[src/rtl/mnist_uart_pkg.sv]
// Constants shared by the UART image transmitter and receiver: sync bytes,
// error and state encodings, and the byte-time / timeout derivation.
package mnist_uart_pkg;

  localparam logic [7:0] SYNC0_BYTE = 8'hA5;
  localparam logic [7:0] SYNC1_BYTE = 8'h5A;

  typedef enum logic [1:0] {
    ERR_NONE    = 2'd0,
    ERR_CSUM    = 2'd1,
    ERR_TIMEOUT = 2'd2
  } err_code_e;

  typedef enum logic [1:0] {
    S_SYNC0   = 2'd0,
    S_SYNC1   = 2'd1,
    S_PAYLOAD = 2'd2,
    S_CHECK   = 2'd3
  } rx_state_e;

  // One UART character is 10 bit-times (start + 8 data + stop).
  function automatic logic [31:0] byte_time_clks(input int clk_freq, input int bps);
    return 32'(clk_freq / bps) * 32'd10;
  endfunction

  function automatic logic [31:0] timeout_clks(input int clk_freq, input int bps,
                                               input int frames);
    return byte_time_clks(clk_freq, bps) * 32'(frames);
  endfunction

endpackage

[src/rtl/sat_counter16.sv]
// 16-bit event counter that sticks at 16'hFFFF instead of wrapping.
module sat_counter16 (
  input  logic        clk_i,
  input  logic        rst_i,
  input  logic        inc_i,
  output logic [15:0] cnt_o
);

  logic [15:0] cnt_q, cnt_d;

  always_comb begin
    cnt_d = cnt_q;
    if (inc_i && (cnt_q != 16'hFFFF)) cnt_d = cnt_q + 16'd1;
  end

  always_ff @(posedge clk_i) begin
    if (rst_i) cnt_q <= '0;
    else       cnt_q <= cnt_d;
  end

  assign cnt_o = cnt_q;

endmodule

[src/rtl/image_rx_framer.sv]
// Receive framer: hunts the two-byte header, streams IMG_PIXELS payload bytes
// with their index, then checks the additive checksum. Line silence aborts.
module image_rx_framer
  import mnist_uart_pkg::*;
#(
  parameter int         IMG_PIXELS     = 784,
  parameter logic [7:0] SYNC0          = SYNC0_BYTE,
  parameter logic [7:0] SYNC1          = SYNC1_BYTE,
  parameter int         UART_BPS       = 115200,
  parameter int         CLK_FREQ       = 50_000_000,
  parameter int         TIMEOUT_FRAMES = 4
) (
  input  logic        clk,
  input  logic        rst,
  input  logic [7:0]  rx_data,
  input  logic        rx_valid,
  output logic [7:0]  pix_data,
  output logic        pix_valid,
  output logic [9:0]  pix_index,
  output logic        frame_start,
  output logic        frame_done,
  output logic        frame_err,
  output logic [1:0]  err_code,
  output logic        busy,
  output logic [15:0] ok_cnt,
  output logic [15:0] err_cnt
);

  localparam logic [31:0] TO_LIMIT = timeout_clks(CLK_FREQ, UART_BPS, TIMEOUT_FRAMES);
  // to_q holds the number of edges since the last byte, so the TO_LIMIT-th
  // idle edge is the one that sees to_q == TO_LIMIT-1.
  localparam logic [31:0] TO_LAST  = TO_LIMIT - 32'd1;
  localparam logic [9:0]  LAST_IDX = 10'(IMG_PIXELS - 1);

  rx_state_e   state_q, state_d;
  err_code_e   err_q, err_d;
  logic [7:0]  chk_q, chk_d;
  logic [9:0]  cnt_q, cnt_d;
  logic [31:0] to_q, to_d;
  logic [7:0]  pix_data_q, pix_data_d;
  logic [9:0]  pix_index_q, pix_index_d;
  logic        pix_valid_q, pix_valid_d;
  logic        start_q, start_d;
  logic        done_q, done_d;
  logic        ferr_q, ferr_d;
  logic        busy_q, busy_d;
  logic        timeout;
  logic        ok_inc, err_inc;

  always_comb begin
    state_d     = state_q;
    err_d       = err_q;
    chk_d       = chk_q;
    cnt_d       = cnt_q;
    to_d        = '0;
    pix_data_d  = pix_data_q;
    pix_index_d = pix_index_q;
    pix_valid_d = 1'b0;
    start_d     = 1'b0;
    done_d      = 1'b0;
    ferr_d      = 1'b0;
    ok_inc      = 1'b0;
    err_inc     = 1'b0;

    timeout = (state_q != S_SYNC0) && !rx_valid && (to_q == TO_LAST);
    if ((state_q != S_SYNC0) && !rx_valid) to_d = to_q + 32'd1;

    if (timeout) begin
      to_d    = '0;
      state_d = S_SYNC0;
      // A lone header byte followed by silence is not a frame, so no error.
      if (state_q != S_SYNC1) begin
        ferr_d  = 1'b1;
        err_d   = ERR_TIMEOUT;
        err_inc = 1'b1;
      end
    end else if (rx_valid) begin
      unique case (state_q)
        S_SYNC0: begin
          if (rx_data == SYNC0) state_d = S_SYNC1;
        end
        S_SYNC1: begin
          if (rx_data == SYNC1) begin
            state_d = S_PAYLOAD;
            start_d = 1'b1;
            chk_d   = '0;
            cnt_d   = '0;
            err_d   = ERR_NONE;
          end else if (rx_data != SYNC0) begin
            state_d = S_SYNC0;
          end
        end
        S_PAYLOAD: begin
          pix_data_d  = rx_data;
          pix_index_d = cnt_q;
          pix_valid_d = 1'b1;
          chk_d       = chk_q + rx_data;
          cnt_d       = cnt_q + 10'd1;
          if (cnt_q == LAST_IDX) state_d = S_CHECK;
        end
        S_CHECK: begin
          if (rx_data == chk_q) begin
            done_d = 1'b1;
            ok_inc = 1'b1;
          end else begin
            ferr_d  = 1'b1;
            err_d   = ERR_CSUM;
            err_inc = 1'b1;
          end
          state_d = S_SYNC0;
        end
        default: state_d = S_SYNC0;
      endcase
    end

    busy_d = (state_d != S_SYNC0);
  end

  always_ff @(posedge clk) begin
    if (rst) begin
      state_q     <= S_SYNC0;
      err_q       <= ERR_NONE;
      chk_q       <= '0;
      cnt_q       <= '0;
      to_q        <= '0;
      pix_data_q  <= '0;
      pix_index_q <= '0;
      pix_valid_q <= 1'b0;
      start_q     <= 1'b0;
      done_q      <= 1'b0;
      ferr_q      <= 1'b0;
      busy_q      <= 1'b0;
    end else begin
      state_q     <= state_d;
      err_q       <= err_d;
      chk_q       <= chk_d;
      cnt_q       <= cnt_d;
      to_q        <= to_d;
      pix_data_q  <= pix_data_d;
      pix_index_q <= pix_index_d;
      pix_valid_q <= pix_valid_d;
      start_q     <= start_d;
      done_q      <= done_d;
      ferr_q      <= ferr_d;
      busy_q      <= busy_d;
    end
  end

  sat_counter16 u_ok_cnt (
    .clk_i (clk),
    .rst_i (rst),
    .inc_i (ok_inc),
    .cnt_o (ok_cnt)
  );

  sat_counter16 u_err_cnt (
    .clk_i (clk),
    .rst_i (rst),
    .inc_i (err_inc),
    .cnt_o (err_cnt)
  );

  assign pix_data    = pix_data_q;
  assign pix_index   = pix_index_q;
  assign pix_valid   = pix_valid_q;
  assign frame_start = start_q;
  assign frame_done  = done_q;
  assign frame_err   = ferr_q;
  assign err_code    = err_q;
  assign busy        = busy_q;

endmodule
[config.mk]
export PLATFORM = sky130hd
export DESIGN_NAME = image_rx_framer
export DESIGN_NICKNAME = d
export VERILOG_FILES = /design/src/rtl/mnist_uart_pkg.sv /design/src/rtl/sat_counter16.sv /design/src/rtl/image_rx_framer.sv
export SDC_FILE = /design/constraint.sdc
export NUM_CORES = 1
export LEC_CHECK = 0
export BUFFER_PORTS_ARGS = -buffer_cell sky130_fd_sc_hd__buf_2
export CAP_MARGIN = 20
export CORE_ASPECT_RATIO = 0.75
export CORE_MARGIN = 3
export CORE_UTILIZATION = 50
export DETAILED_ROUTE_END_ITERATION = 12
export GPL_ROUTABILITY_DRIVEN = 1
export PLACE_DENSITY_LB_ADDON = 0.3
export SYNTH_ARGS = -nofsm -noshare
export SYNTH_HDL_FRONTEND = slang
export SYNTH_HIERARCHICAL = 1
export SYNTH_SLANG_ARGS = --single-unit
[constraint.sdc]
create_clock -name clk -period 3.9 [get_ports clk]
set_clock_uncertainty 0.2 [all_clocks]
set_input_delay 1.17 -clock clk [delete_from_list [all_inputs] [get_ports clk]]
set_output_delay 1.17 -clock clk [all_outputs]
set_load 0.02 [all_outputs]
==> results.yml <==
status:
  status: "complete, no violations"
worst_hold_path:
  min_from: "pix_index[5]"
  whs_endpoint: "pix_index[5]"
  min_path_cells: 2
  hp-class: "flop to flop"
floorplanning:
  die_x_um: 126
  io_pins: 68
  coreArea_sq_um: 10500
  placementRows: 32
  die_y_um: 96.3
  start_util_pct: 52.0
  dieArea_sq_um: 12200
worst_setup_path:
  crit_slowest_cell: "nor4_1"
  reg2reg_depth: 9
  endpoint_kind: "flop"
  critPathKind: "primary input to flop"
  r2r-start: "state_q[0]"
  crit_path_start_kind: "primary input"
  cp_max_fo: 11
  arrival_ns: 3.62
  path_cells: "buf_2, ha_1, nor4_1, nand3_1, nor2_1, nand2_1, nor4bb_1, mux2_2"
  cpPeakStageDelay_ns: 0.53
  critical_path.top_delay_family: "simple AND/OR/NAND/NOR gates"
  reg2reg_slack_ns: 0.75
  critPathRequiredTime_ns: 3.93
  crit_buf_inv: 1
  timing.rr.end: "u_err_cnt/cnt_o[11]"
sta:
  finalSetupTns_ns: 0
  worst_pin_slew_ns: 0.835
  slew_headroom_pct: 43.9
  max_freq_ghz: 0.279
  rsz0062_at_grt: "false"
  setup_viol: 0
  final.min_clock_period_ns: 3.59
  drv_slew: 0
  finalHoldViolCount: 0
  timing.final.crit_share_pct: 92.0
cts:
  cts_resized: 0
  cts-root-buf: "clkbuf_16"
  cts_hold_buf: 0
  cts-buffers-inserted: 9
  htree_levels: 3
  cts_tree: "built"
  cts_setup_buffers: 0
  path_clk_slew_ns: 0.07
  clock-sinks: 109
  cts_buffer_depth: 2
  insertion_delay_ns: 0.35
cells_and_area:
  multiInputGateArea_sq_um: 3060
  synthToLayoutAreaGrowth_pct: 14.1
  fillers: 951
  antenna-diode-count: 0
  drive_gt1_share_pct: 15.8
  final_cell_mix: "dfxtp_1 (109), nand2_1 (79), nor2_1 (70), buf_2 (67), a21oi_1 (48)"
  finalNetCount: 732
  final_common_cell: "dfxtp_1"
  stdcell_area_sq_um: 6190
  seq_area_sq_um: 2180
synthesis:
  synth_seq_cells: 109
  synth_nets: 673
  yosysTopAreaCellShare_pct: 40.2
  synth_cell_type_count: 64
  syn-cell-area_sq_um: 5430
  ys.flop_type: "dfxtp_1"
  yosys_warnings: 6
  ys_top_cells_by_area: "dfxtp_1 (40%), xnor2_1 (6.5%), nand2_1 (5.5%)"
  yosysTopAreaCell: "dfxtp_1"
  ys_async_sr_fraction_pct: 0
  synth_edf_count: 0
  synthCells: 646
  syn_area_per_cell_sq_um: 8.41
  synth-seq-area-share_pct: 40.2
route:
  drc_errors: 0
  routed_wirelength_um: 12900
  routedWlPerCell_um: 15.3
  drt_iter0_markers: 365
  ant_nets: 0
  vias_per_cell: 5.78
  dr.pass1.iters: 5
  vias: 4894
place:
  dpl.hpwl_um: 9070
  dpl_cell_area_sq_um: 5880
  gp_congestion: 0.967
  port_buffers: 67
grt:
  grt-ovfl-total: 0
  first_global_vias: 4424
  gr-usage-all-layers_pct: 20.9
  grt_max_degree: 38
  grt_pass1_wl_um: 20900
  antenna_found_initial: 0
job:
  maxCapViolCount: 0
pwr:
  leakage_nw: 2.17
  power_density_nw_per_um2: 345
  max-vdd-ir-drop_mv: 0.239
-- metal layers --
| metal | wire length, um | vias up | track usage [%] |
|---|---|---|---|
| li1 | - | 2441 | - |
| met3 | 713 | 14 | 4.99 |
| met5 | 0 | - | 0 |
| met2 | 5960 | 118 | 33.1 |
| met4 | 145 | 0 | 6.34 |
| met1 | 6090 | 2321 | 28.4 |
-- worst register-to-register path, stage by stage, from the launching register on --
cell      delay [ns]
dfxtp_1         0.39
inv_1           0.10
ha_1            0.31
nor4_1          0.25
nand2_1         0.13
nor4_1          0.34
or2_1           0.32
nand2_1         0.29
nor4bb_1        0.35
mux2_2          0.36
-- worst max-delay path by stage --
| stage | cells past startpoint | endpoint | from |
|---|---|---|---|
| CTS | 8 | u_ok_cnt/cnt_o[11] | rx_data[1] |
| finish | 8 | u_ok_cnt/cnt_o[11] | rx_data[6] |
| global route | 8 | u_ok_cnt/cnt_o[11] | rx_data[6] |
| global placement | 8 | u_ok_cnt/cnt_o[11] | rx_data[1] |
| floorplan | 8 | u_ok_cnt/cnt_o[9] | rx_data[4] |
| detailed placement | 8 | u_ok_cnt/cnt_o[11] | rx_data[1] |
-- state kept, by name, indices dropped and copies added, names as in the netlist --
name             cells
busy                 1
chk_q                8
cnt_q               10
err_code             2
frame_done           1
frame_err            1
frame_start          1
pix_data             8
pix_index           10
pix_valid            1
state_q              2
to_q                32
u_err_cnt/cnt_o     16
u_ok_cnt/cnt_o      16
-- Yosys cell counts, drive strengths merged, types with 2 or more instances --
| cell | count |
|---|---|
| xnor2 | 40 |
| and4 | 12 |
| nor2b | 4 |
| nor4b | 3 |
| o311ai | 2 |
| nor3b | 4 |
| clkbuf | 15 |
| nor4 | 27 |
| nor4bb | 6 |
| or4 | 15 |
| xor2 | 5 |
| o21ai | 12 |
| nand3b | 2 |
| nor2 | 71 |
| or2 | 2 |
| ha | 15 |
| nand3 | 37 |
| nor3 | 20 |
| o41ai | 2 |
| a31oi | 2 |
| inv | 19 |
| or3 | 11 |
| o21bai | 3 |
| nand2 | 81 |
| and2 | 2 |
| mux2 | 2 |
| a21oi | 49 |
| nand2b | 2 |
| o211ai | 2 |
| and3 | 6 |
| a21o | 3 |
| dfxtp | 109 |
| buf | 12 |
| nand4 | 17 |
| mux2i | 2 |
| o21a | 3 |
| o31ai | 16 |
| a211oi | 2 |
-- final cells by class --
type / instances / area share (%)
multi-input cells: 491 / 49.4
flip-flops and latches: 109 / 35.2
repair buffers: 75 / 6.38
clock buffers: 10 / 3.70
well taps: 136 / 2.75
clock inverters: 6 / 1.39
inverters: 19 / 1.15
-- report_power, final --
part / internal [mW] / switching, mW / leakage [nW] / total, mW
logic: 0.0147 / 0.0320 / 1.14 / 0.0466
registers: 1.11 / 0.0000628 / 0.877 / 1.11
clock network: 0.564 / 0.413 / 0.153 / 0.977
total: 1.69 / 0.445 / 2.17 / 2.14
-- per-stage QoR --
step | instances | hold slack (ns) | utilization, % | power, mW | worst slack (ns)
6_report | 846 | 0.257 | 59.3 | 2.14 | 0.310
5_1_grt | 846 | 0.283 | 59.3 | 2.20 | 0.189
4_1_cts | 846 | 0.257 | 59.3 | 2.16 | 0.414
3_5_place_dp | 830 | 0.246 | 56.3 | 1.18 | 0.0529
3_3_place_gp | 830 | 0.242 | 56.3 | 1.18 | 0.131
2_1_floorplan | 646 | 0.226 | - | 1.16 | 0.453
-- kinds of logic (layout without fill, tap and decap cells) --
kind of cell    after synthesis  count (layout)  synth area share, %
compound gates              102             102                 11.7
xor+xnor                     45              45                 7.26
fa+ha+maj                    16              16                 3.82
buf+inv                      46             110                 3.46
flops                       109             109                 40.2
mux                           4               4                0.783
simple gates                324             324                 32.8
No activity file was read; power rests on OpenSTA's default activity.
